## config.mk

```make
export PLATFORM = sky130hd
export DESIGN_NAME = dmem_arbiter
export DESIGN_NICKNAME = d
export VERILOG_FILES = /design/src/rtl/dmem_arb_pkg.sv /design/src/rtl/dmem_arb_arb2_core.sv /design/src/rtl/dmem_arbiter.sv
export SDC_FILE = /design/constraint.sdc
export NUM_CORES = 1
export LEC_CHECK = 0
export CORE_AREA = 5 5 119 121
export CTS_BUF_LIST = sky130_fd_sc_hd__clkbuf_8
export CTS_CLUSTER_SIZE = 25
export DETAILED_ROUTE_END_ITERATION = 10
export DIE_AREA = 0 0 124 126
export HOLD_SLACK_MARGIN = 0.1
export PLACE_DENSITY = 0.58
export SETUP_SLACK_MARGIN = 0.1
export SYNTH_ARGS = -nofsm -noshare
export SYNTH_HDL_FRONTEND = slang
export SYNTH_SLANG_ARGS = --single-unit
```

## constraint.sdc

```tcl
create_clock -name clk -period 3 [get_ports clk]
set_clock_uncertainty 0.2 [all_clocks]
set_input_delay 0.6 -clock clk [delete_from_list [all_inputs] [get_ports clk]]
set_output_delay 0.6 -clock clk [all_outputs]
set_load 0.03 [all_outputs]
```

## src/rtl/dmem_arb_pkg.sv

```systemverilog
// Shared types for the data-memory arbiter.
// Port ids, arbitration modes and the memory request bundle.
package dmem_arb_pkg;

    typedef enum logic {
        PORT_C = 1'b0,
        PORT_D = 1'b1
    } port_e;

    localparam int ARB_RR   = 0;
    localparam int ARB_PRIO = 1;

    typedef struct packed {
        logic        we;
        logic [3:0]  be;
        logic [31:0] addr;
        logic [31:0] wdata;
    } mem_req_t;

    // In range, and not a write that would touch no bytes.
    function automatic logic req_legal(
        input mem_req_t    r,
        input logic [31:0] words
    );
        return ({2'b00, r.addr[31:2]} < words)
            && !(r.we && r.be == 4'b0000);
    endfunction

endpackage

```

## src/rtl/dmem_arb_arb2_core.sv

```systemverilog
// Two-way grant logic: round-robin, or C-priority with a
// starvation counter that eventually forces D through.
module arb2_core
    import dmem_arb_pkg::*;
#(
    parameter int ARB_MODE = ARB_RR,
    parameter int MAX_WAIT = 4
) (
    input  logic clk,
    input  logic rst_n,
    input  logic c_req,
    input  logic d_req,
    output logic c_gnt,
    output logic d_gnt
);

    localparam int WW =
        (MAX_WAIT < 1) ? 1 : $clog2(MAX_WAIT + 1);
    localparam logic [WW-1:0] WMAX = WW'(MAX_WAIT);

    port_e         last_grant;
    logic [WW-1:0] wait_cnt;
    logic          d_wins;

    always_comb begin
        if (ARB_MODE == ARB_PRIO) begin
            d_wins = (wait_cnt == WMAX);
        end else begin
            d_wins = (last_grant == PORT_C);
        end
    end

    always_comb begin
        c_gnt = 1'b0;
        d_gnt = 1'b0;
        unique case (1'b1)
            c_req && !d_req: c_gnt = 1'b1;
            d_req && !c_req: d_gnt = 1'b1;
            c_req && d_req: begin
                d_gnt = d_wins;
                c_gnt = !d_wins;
            end
            default: ;
        endcase
    end

    always_ff @(posedge clk or negedge rst_n) begin
        if (!rst_n) begin
            last_grant <= PORT_D;
            wait_cnt   <= '0;
        end else begin
            if (c_gnt) begin
                last_grant <= PORT_C;
            end else if (d_gnt) begin
                last_grant <= PORT_D;
            end
            // Counts consecutive cycles D is left waiting.
            if (ARB_MODE != ARB_PRIO || !d_req || d_gnt) begin
                wait_cnt <= '0;
            end else if (wait_cnt != WMAX) begin
                wait_cnt <= wait_cnt + 1'b1;
            end
        end
    end

endmodule

```

## src/rtl/dmem_arbiter.sv

```systemverilog
// Shares the single-port data memory between the core (C) and
// a DMA/debug master (D); one access per cycle.
module dmem_arbiter
    import dmem_arb_pkg::*;
#(
    parameter int ARB_MODE   = ARB_RR,
    parameter int MAX_WAIT   = 4,
    parameter int ADDR_WORDS = 256
) (
    input  logic        clk,
    input  logic        rst_n,
    input  logic        c_req,
    input  logic        c_we,
    input  logic [3:0]  c_be,
    input  logic [31:0] c_addr,
    input  logic [31:0] c_wdata,
    output logic        c_gnt,
    output logic        c_rvalid,
    output logic [31:0] c_rdata,
    output logic        c_err,
    input  logic        d_req,
    input  logic        d_we,
    input  logic [3:0]  d_be,
    input  logic [31:0] d_addr,
    input  logic [31:0] d_wdata,
    output logic        d_gnt,
    output logic        d_rvalid,
    output logic [31:0] d_rdata,
    output logic        d_err,
    output logic        mem_we,
    output logic [3:0]  mem_be,
    output logic [31:0] mem_addr,
    output logic [31:0] mem_wd,
    input  logic [31:0] mem_rd
);

    mem_req_t creq;
    mem_req_t dreq;
    mem_req_t sel;
    logic     c_req_q;
    logic     d_req_q;
    logic     any_gnt;
    logic     legal;

    assign creq = '{we: c_we, be: c_be,
                    addr: c_addr, wdata: c_wdata};
    assign dreq = '{we: d_we, be: d_be,
                    addr: d_addr, wdata: d_wdata};

    // No grants while reset is held.
    assign c_req_q = c_req & rst_n;
    assign d_req_q = d_req & rst_n;

    arb2_core #(
        .ARB_MODE(ARB_MODE),
        .MAX_WAIT(MAX_WAIT)
    ) u_core (
        .clk  (clk),
        .rst_n(rst_n),
        .c_req(c_req_q),
        .d_req(d_req_q),
        .c_gnt(c_gnt),
        .d_gnt(d_gnt)
    );

    always_comb begin
        sel = '0;
        unique case (1'b1)
            c_gnt:   sel = creq;
            d_gnt:   sel = dreq;
            default: ;
        endcase
    end

    assign any_gnt  = c_gnt | d_gnt;
    assign legal    = req_legal(sel, 32'(ADDR_WORDS));
    assign mem_we   = any_gnt & sel.we & legal;
    assign mem_be   = (any_gnt && legal) ? sel.be : 4'h0;
    assign mem_addr = sel.addr;
    assign mem_wd   = sel.wdata;

    assign c_rdata = mem_rd;
    assign d_rdata = mem_rd;

    always_ff @(posedge clk or negedge rst_n) begin
        if (!rst_n) begin
            c_rvalid <= 1'b0;
            c_err    <= 1'b0;
            d_rvalid <= 1'b0;
            d_err    <= 1'b0;
        end else begin
            c_rvalid <= c_gnt & legal & ~sel.we;
            c_err    <= c_gnt & ~legal;
            d_rvalid <= d_gnt & legal & ~sel.we;
            d_err    <= d_gnt & ~legal;
        end
    end

endmodule

```

==> results.ini, run 1 <==
[sta]
period_minus_slack_ns=3.180
setup_viol=5
finalHoldViolations=0
fin_setup_tns_ns=-0.6875
max_slew_margin_pct=75.57
slew_violations=0
worst_slew_pin_slew_ns=0.3664
clock.fmax_ghz=0.3145
setup_ws_ns=-0.1795
finalCritPeriodShare_pct=106.0
rsz0062_at_grt=yes

[min_path]
hold_path_class=input pin to async pin

[clocking]
clkLatencyLatePin_ns=0.22
clock_tree.root_cell=clkbuf_8
hold_buffers=0
clock_path_buffers=2
cts_tree=built
clk_pin_slew_ns=0.04
cts_made_buffers=3
cts_num_sinks=5
cts_max_level=1

[logic_synthesis]
async_flop_share_pct=100.0
synth_mux_area_share_pct=0
synth_compound_area_share_pct=39.70
synth_top_area_share_pct=28.55
synth_seq_area_share_pct=7.173
syn_inst=239
yosysWarnings=0
ys_types=35
synth-edff-count=0
synth_top_family_by_area=compound AO/OA/AOI/OAI gates
synthTopCellsByCount=buf_4, nand2_1, a22o_1
syn-num-nets=413
synth_ff_type=dfrtp_1
synth-seq-cells=5
synth_xor_area_share_pct=0
yosys.area_share.simple_pct=19.32
yosys.area_share.adder_pct=0
synth_area_um2=1762
synth.most_common_cell=buf_4
yosysTopAreaCell=buf_4
synth.area.top_cells=buf_4, a22o_1, o32ai_1
avgSynthCellArea_um2=7.371

[finish]
drive_above_1_share_pct=47.49
final_area_um2=5166
area_growth_pct=193.3
fin_util_pct=39.80
nNetsFinal=634
fillCellCount=1304
diodes=0

[route]
routed_wl_um=12830
m1WireLength_um=4532
dr_wl_met2_um=6695
drt-pass1-iter-count=4
wl_met3_um=1427
drtIter0Drc=90
ant_nets=0
wl_per_cell_um=20.20
vias=2715
routed.top_layer=met5
viasPerCell=4.276
drc=0

[worst_setup_path]
critical_path_class=register to output pin
critPathMaxFanout=6
endpoint_kind=output pin
arrival_ns=2.38
crit_required_ns=2.20
start_kind=register

[run_status]
status=finished with violations
violations=negative setup slack

[die]
core_area_um2=12980
io_pins=313
fp.dieH_um=126
fp.dieW_um=124
die-area_um2=15620
start_util_pct=13.57
num_rows=42

[power]
cellPowerDensity_nw_per_um2=255.2
leakagePower_uw=0.002134
peakVddDrop_uv=109.0

[placement]
dp_hpwl_um=10570
dpl_cell_area_um2=4432
post-place-ws_ns=-0.6131
place_congestion=0.8108
io_buffers=216

[global_route]
grt_pass1_wl_um=18170
antenna_found_initial=2
grt_overflow=0
grt_pass1_vias=3039
grt_usage_pct=14.97
grt_max_degree=27

[flow_run]
max_cap_violations=0

==> worst paths after layout <==
check / endpoint / cells past startpoint / slack, ns / start
setup / recovery: mem_be[1] / 9 / -0.18 / u_core.last_grant
hold / removal: d_err / 2 / 0.21 / rst_n
setup reg to reg: d_rvalid / 11 / 0.23 / u_core.last_grant
hold reg to reg: u_core.last_grant / 3 / 0.40 / u_core.last_grant
max in group asynchronous: u_core.last_grant / 2 / 2.16 / rst_n
min in group clk: u_core.last_grant / 3 / 0.40 / u_core.last_grant
==> metrics by stage <==
stage / hold WS (ns) / power [µW] / cells
global placement: 0.3158 / 1020 / 605
global route: 0.2369 / 1384 / 635
CTS: 0.2264 / 1310 / 632
floorplan: 0.1044 / 720.7 / 239
detailed placement: 0.3080 / 1027 / 605
finish: 0.2147 / 1319 / 635
==> flip-flops by register name (all words and copies together) (netlist names) <==
signal             flops
c_rvalid               1
d_rvalid               1
u_core.last_grant      1
d_err                  1
c_err                  1
==> what timing repair did <==
item / CTS / global route
pin swaps: 32 / 17
setup buffers: 18 / 1
resized for setup: 88 / 4
cloned: 5 / 2
setup endpoints to repair: 70 / 47
==> final cells by class <==
class	instances	area (µm²)	area share, %
Timing Repair Buffer	300	3189	61.73
Multi-Input combinational cell	146	1560	30.20
Tap cell	176	220.2	4.263
Sequential cell	5	126.4	2.446
Clock buffer	3	41.29	0.7992
Inverter	4	25.02	0.4844
Clock inverter	1	3.754	0.07266
==> power breakdown <==
part	switching [µW]	internal, µW	total (µW)
clock	30.8	87.5	118
combinational	509	613	1120
sequential	3.33	74.7	78.0
total	543	776	1320
==> logic make-up (layout without fill, tap and decap cells) <==
| logic type | Yosys count | count (layout) |
|---|---|---|
| AND/OR/NAND/NOR | 67 | 67 |
| buffers and inverters | 88 | 308 |
| flip-flops | 5 | 5 |
| AO/OA/AOI/OAI | 79 | 79 |
==> critical path: stages (launching register included) <==
cell,delay [ns]
dfstp_2,0.37
buf_6,0.13
nor2b_4,0.16
buf_12,0.14
buf_16,0.13
o32ai_4,0.08
nor4_4,0.37
nand4_4,0.27
nor4_4,0.34
buf_12,0.16
==> cell usage in the layout (no fill, tap or decap), drive strengths merged <==
master	instances
nor3	1
a32o	2
inv	3
a22o	42
nand3	1
clkdlybuf4s50	138
nor2	3
nand4	1
a21boi	1
o311ai	1
nand2	45
and2	2
o32ai	20
and4	1
o211ai	1
nor2b	1
bufbuf	1
dlygate4sd2	4
o21ai	1
dfstp	1
clkbuf	5
a21oi	3
nor4	10
a22oi	2
o311a	1
dfrtp	4
nand2b	2
buf	155
clkinv	2
a32oi	3
a21bo	1
a2111oi	1
==> metal layers <==
| metal | up-vias | GRT usage (%) |
|---|---|---|
| met3 | 22 | 4.843 |
| met4 | 4 | 2.191 |
| met1 | 1221 | 16.33 |
| met5 | - | 0 |
| li1 | 1281 | - |
| met2 | 187 | 28.32 |
Note: power is estimated with default switching activity, not from simulation.
==> run 2, diff against run 1 <==
Settings changed: ABC_CLOCK_PERIOD_IN_PS set to 3000.
==> results of run 2 <==
The final DEF is identical to that of run 1; final timing and power are the same.
